--- config.mk ---
export PLATFORM = sky130hd
export DESIGN_NAME = decode_stage
export DESIGN_NICKNAME = d
export VERILOG_FILES = /design/src/rtl/decode_stage.sv
export SDC_FILE = /design/constraint.sdc
export NUM_CORES = 2
export LEC_CHECK = 0
export CAP_MARGIN = 25
export CORE_MARGIN = 5
export CORE_UTILIZATION = 45
export CTS_CLUSTER_DIAMETER = 120
export DETAILED_ROUTE_END_ITERATION = 16
export GPL_TIMING_DRIVEN = 0
export PLACE_DENSITY_LB_ADDON = 0.12
export RECOVER_POWER = 100
export SKIP_LAST_GASP = 1
export SLEW_MARGIN = 30
export SYNTH_ARGS = -nofsm -noshare
export SYNTH_HDL_FRONTEND = slang
export SYNTH_SLANG_ARGS = --single-unit
export TNS_END_PERCENT = 30
--- constraint.sdc ---
create_clock -name clock -period 2.2 [get_ports clock]
set_input_delay 0.55 -clock clock [delete_from_list [all_inputs] [get_ports clock]]
set_output_delay 0.55 -clock clock [all_outputs]
set_load 0.02 [all_outputs]
--- src/rtl/decode_stage.sv ---
// decode_stage: ID stage with 32x32 register file, ALUOp/imm/dest decode and a one-entry output register (optional DECODE_WB_BYPASS_EN)
module decode_stage #(
  parameter int          NUM_REGS = 32,
  parameter logic [31:0] RESET_PC = 32'h0000_0000
) (
  input  logic        clock,
  input  logic        reset_n,
  input  logic        in_valid,
  output logic        in_ready,
  input  logic [31:0] pc_in,
  input  logic [31:0] insn_in,
  input  logic        flush,
  input  logic        wb_en,
  input  logic [4:0]  wb_addr,
  input  logic [31:0] wb_data,
  output logic        out_valid,
  input  logic        out_ready,
  output logic [31:0] pc_out,
  output logic [31:0] insn_out,
  output logic [31:0] rsData,
  output logic [31:0] rtData,
  output logic [31:0] imm,
  output logic [5:0]  ALUOp,
  output logic [4:0]  dest_reg,
  output logic        reg_write
);
  logic [31:0] regs [NUM_REGS];
  logic [5:0]  opcode;
  logic [5:0]  funct;
  logic [4:0]  rs_idx;
  logic [4:0]  rt_idx;
  logic [4:0]  rd_idx;
  logic [15:0] imm16;
  logic        wb_hit;
  logic        r_type;
  logic        i_write;
  logic        zext;
  logic        transfer;
  logic [31:0] rs_val;
  logic [31:0] rt_val;
  logic [31:0] imm_d;
  logic [5:0]  alu_op_d;
  logic [4:0]  dest_d;
  logic        wr_d;
  assign opcode   = insn_in[31:26];
  assign funct    = insn_in[5:0];
  assign rs_idx   = insn_in[25:21];
  assign rt_idx   = insn_in[20:16];
  assign rd_idx   = insn_in[15:11];
  assign imm16    = insn_in[15:0];
  assign wb_hit   = wb_en && (wb_addr != 5'd0);
  assign in_ready = !out_valid || out_ready;
  assign transfer = in_valid && in_ready;
  // Register-file read ports; a same-cycle write is forwarded only in the bypass build
`ifdef DECODE_WB_BYPASS_EN
  always_comb begin
    rs_val = (rs_idx == 5'd0) ? 32'd0 : (wb_hit && wb_addr == rs_idx) ? wb_data : regs[rs_idx];
    rt_val = (rt_idx == 5'd0) ? 32'd0 : (wb_hit && wb_addr == rt_idx) ? wb_data : regs[rt_idx];
  end
`else
  always_comb begin
    rs_val = (rs_idx == 5'd0) ? 32'd0 : regs[rs_idx];
    rt_val = (rt_idx == 5'd0) ? 32'd0 : regs[rt_idx];
  end
`endif
  // Instruction decode: ALU operation, destination, write flag and immediate
  always_comb begin
    r_type   = (opcode == 6'h00);
    i_write  = (opcode == 6'h08) || (opcode == 6'h09) || (opcode == 6'h0C) || (opcode == 6'h0D) ||
               (opcode == 6'h0E) || (opcode == 6'h0F) || (opcode == 6'h23);
    zext     = (opcode == 6'h0C) || (opcode == 6'h0D) || (opcode == 6'h0E);
    alu_op_d = !r_type ? 6'b000000 : (funct == 6'h20) ? 6'b000001 : (funct == 6'h21) ? 6'b000010 : 6'b000000;
    dest_d   = r_type ? rd_idx : i_write ? rt_idx : 5'd0;
    wr_d     = (r_type ? (alu_op_d != 6'd0) : i_write) && (dest_d != 5'd0);
    imm_d    = (opcode == 6'h0F) ? {imm16, 16'h0000} : zext ? {16'h0000, imm16} : {{16{imm16[15]}}, imm16};
  end
  // Register file: write-back port, register 0 never written, cleared on reset
  always_ff @(posedge clock or negedge reset_n) begin
    if (!reset_n) begin
      for (int i = 0; i < NUM_REGS; i++) regs[i] <= '0;
    end else if (wb_hit) begin
      regs[wb_addr] <= wb_data;
    end
  end
  // Output pipeline register: flush beats transfer, stall holds, drain clears valid
  always_ff @(posedge clock or negedge reset_n) begin
    if (!reset_n) begin
      out_valid <= 1'b0;
      pc_out    <= RESET_PC;
      insn_out  <= '0;
      rsData    <= '0;
      rtData    <= '0;
      imm       <= '0;
      ALUOp     <= '0;
      dest_reg  <= '0;
      reg_write <= 1'b0;
    end else if (flush) begin
      out_valid <= 1'b0;
    end else if (transfer) begin
      out_valid <= 1'b1;
      pc_out    <= pc_in;
      insn_out  <= insn_in;
      rsData    <= rs_val;
      rtData    <= rt_val;
      imm       <= imm_d;
      ALUOp     <= alu_op_d;
      dest_reg  <= dest_d;
      reg_write <= wr_d;
    end else if (out_ready) begin
      out_valid <= 1'b0;
    end
  end
endmodule

==> impl_metrics.tcl <==
set metrics [dict create \
    status "complete, but fails checks" \
    violations "setup timing" \
    worstPathArrival_ns 3.31 \
    place_inst 6153 \
    muxShareOfSynthArea_pct 39.2 \
    die_x_um 376 \
    max-slew-margin-rel_pct 17.0 \
    clk_pin_slew_worst_paths_ns 0.06 \
    yosys_warnings 0 \
    syn2layout_area_growth_pct 18.2 \
    synth_xor_area_share_pct 0 \
    pre_cts_slack_ns -2.24 \
    dr.pass1.iters 5 \
    yosysTopAreaCell "dfrtp_1" \
    ys_seq_area_share_pct 49.6 \
    wl_per_cell_um 37.2 \
    rows 134 \
    setup_viol_count_final 879 \
    cp_max_fo 10 \
    place_hpwl_um 163000 \
    crit_buf_inv 2 \
    rsz0062_at_grt "true" \
    drtIter0Drc 4588 \
    gp_congestion 0.945 \
    antenna_found_initial 13 \
    regMostFlops "regs" \
    setup_ws_ns -0.434 \
    finalSetupTns_ns -93.15 \
    overflow 0 \
    synth_seq_cells 1193 \
    cts_made_buffers 136 \
    vias_per_cell 6.54 \
    die_area_mm2 0.141 \
    synth_top_family_by_area "multiplexers" \
    drcViolationCount 0 \
    grt_pass1_wl_um 332000 \
    grt_pass1_vias 42204 \
    skew_ns 0.0305 \
    met2_length_um 107000 \
    r2r_end "pc_out[10]$_DFFE_PN0P_" \
    io_pins 281 \
    ir_drop_v 0.000841 \
    powerDensity_mw_per_mm2 926 \
    vias 41974 \
    cts_tree "built" \
    core_area_mm2 0.133 \
    ff2ff_setup_slack_ns -0.02 \
    cp_top_family "simple AND/OR/NAND/NOR gates" \
    io_buffers 267 \
    die_h_um 376 \
    timing.rr.start "out_valid$_DFFE_PN0P_" \
    avgSynthCellArea_um2 14.7 \
    totalWireLength_um 239000 \
    min_period_ns 2.63 \
    syn_area_mm2 0.0602 \
    cts-root-buf "clkbuf_16" \
    finalMaxSlewViolations 0 \
    hold_buffers 6 \
    reg2reg_depth 8 \
    largest_reg_flops 1024 \
    drive_gt1_share_pct 45.9 \
    cp-start-kind "input port" \
    grt_max_degree 128 \
    grt_usage_pct 33.6 \
    utilization_pct 53.4 \
    netlist.area_leader.share_pct 49.6 \
    max_freq_mhz 380 \
    hold_path.class "input port to asynchronous set/reset pin" \
    highest_layer "met5" \
    clock_latency_ns 0.81 \
    h-tree-depth 4 \
    fin_nets 4639 \
    crit_type "input port to flop" \
    clock_path_buffers 3 \
    p_leak_uw 0.0310 \
    stdcell_count 6415 \
    synthSimpleGateAreaFrac_pct 3.18 \
    fillCellCount 11330 \
    worstMarginPinSlew_ns 1.25 \
    met3_length_um 24600 \
    hold_slack_ns 0.134 \
    yosys.cell_types.count 45 \
    slowest_stage "nor2_1" \
    synthTopCellsByArea "dfrtp_1 50%, mux2_2 20%, mux4_2 18%" \
    cts_sinks 1193 \
    synth_compound_area_share_pct 4.55 \
    start_util_pct 45.2 \
    crit_chain "clkdlybuf4s50_1, nand4b_1, nor2_1, buf_2, mux2_2" \
    netlist_instances 4098 \
    cp-end-kind "flop" \
    finalHoldViolations 0 \
    fin_crit_sh_pct 120 \
    cap_violations 0 \
    antenna_left 0 \
    wl_met1_um 92500 \
    synthAdderAreaFrac_pct 0 \
    critPathMaxStageDelay_ns 0.80 \
    worst_ep_required_time_ns 2.88 \
]
==> worst max-delay path by stage <==
stage / from / endpoint / slack [ns] / cells after the start
after floorplan: insn_in[16] / rtData[14]$_DFFE_PN0P_ / -0.03 / 7
after global placement: reset_n / regs[647]$_DFFE_PN0P_ / -55.36 / 1
after detailed placement: insn_in[17] / rtData[7]$_DFFE_PN0P_ / -2.24 / 9
after CTS: rtData[2]$_DFFE_PN0P_ / rtData[2] / -0.26 / 1
after global routing: wb_en / regs[540]$_DFFE_PN0P_ / -0.27 / 5
final: wb_addr[4] / regs[538]$_DFFE_PN0P_ / -0.43 / 5
==> worst reg2reg max path, stage by stage (launching register included) <==
cell      delay (ns)
dfrtp_1         0.34
nor2b_4         0.20
inv_1           0.07
nand3b_1        0.09
clkbuf_4        0.33
clkbuf_2        0.52
clkbuf_1        0.42
nand2_1         0.11
nand2_1         0.08
==> cell usage after synthesis, drive strengths merged <==
cell and number:
buf 227, and3b 2, nor2b 41, or2 1
a221oi 7, nand4 2, nor3 5, nand3 15
a22oi 57, a211oi 58, conb 1, o41ai 2
o22ai 102, nand3b 11, or3 4, mux2i 109
o31ai 1, nor2 36, inv 1, a31o 2
mux4 470, o221ai 21, clkbuf 234, a22o 34
nand4b 3, or3b 1, nor4 32, a21oi 34
dfrtp 1193, o21ai 21, nand2 251, o211ai 16
and3 1, or4 1, nor3b 4, nand2b 7
a31oi 2, mux2 1056, and2 2, a21o 31
==> report_power, final <==
part           switching (uW)  internal, uW  total, uW
clock                    9790         12700      22500
combinational            6340          7930      14300
sequential               3060         26000      29100
==> stage by stage <==
step	area [um^2]	power, uW
after floorplan	60200	37700
after global placement	65100	42600
after detailed placement	65700	43200
after CTS	71100	65900
after global routing	71100	68200
final	71100	65900
==> cell usage in the layout, fill, tap and decap left out, types with 7 or more instances in the layout <==
master / netlist / final
mux4_2: 470 / 470
a21oi_1: 34 / 27
clkinv_2: 0 / 21
mux2i_1: 109 / 109
clkbuf_1: 234 / 194
a221oi_1: 7 / 7
a211oi_1: 58 / 54
clkbuf_16: 0 / 139
buf_2: 136 / 89
buf_16: 0 / 12
clkbuf_2: 0 / 55
clkbuf_4: 0 / 25
buf_4: 26 / 82
nand3b_1: 11 / 11
clkdlybuf4s15_2: 0 / 8
clkdlybuf4s50_1: 0 / 244
o21ai_0: 21 / 21
o22ai_2: 0 / 13
mux2_2: 1052 / 1052
a21o_1: 31 / 31
nor2b_1: 41 / 40
dfrtp_1: 1193 / 1191
nor4_4: 0 / 15
nor2_1: 36 / 28
o211ai_1: 16 / 16
nor4_2: 0 / 10
nand2_1: 251 / 250
a22oi_1: 57 / 57
buf_6: 10 / 39
nor4_1: 32 / 7
a22o_1: 34 / 34
o22ai_1: 102 / 88
diode_2: 0 / 11
dlygate4sd2_1: 0 / 7
nand3_1: 15 / 13
o221ai_1: 21 / 21
clkbuf_8: 0 / 43
==> logic make-up (layout without fill, tap and decap cells) <==
logic type / count (synthesis) / in the layout
flip-flops: 1193 / 1193
AND/OR/NAND/NOR: 419 / 419
AO/OA/AOI/OAI: 388 / 388
other: 1 / 15
buffers and inverters: 462 / 997
multiplexers: 1635 / 1635
==> cell type report <==
type                            instances  area, um^2  share of cell area (%)
Inverter                                1        3.75                 0.00528
Antenna cell                           11        27.5                  0.0387
Clock buffer                          205        4020                    5.66
Clock inverter                         37         323                   0.454
Tap cell                             1768        2210                    3.11
Timing Repair Buffer                  295        3180                    4.47
Sequential cell                      1193       29900                    42.0
Multi-Input combinational cell       2446       28800                    40.5
Buffer                                459        2710                    3.81
==> routing by layer <==
layer | global-route usage [%] | vias up
met5 | 0 | -
met3 | 10.8 | 660
li1 | - | 16514
met4 | 17.8 | 8
met1 | 43.2 | 22360
met2 | 50.8 | 2432
==> repair_timing <==
item,CTS,global route
endpoints found under the hold margin,129,108
pin swaps,11,0
gates resized for setup,324,49
gates cloned,0,2
setup endpoints to repair,964,1194
setup buffers,2,0
Power figures use the tool's default switching activity.
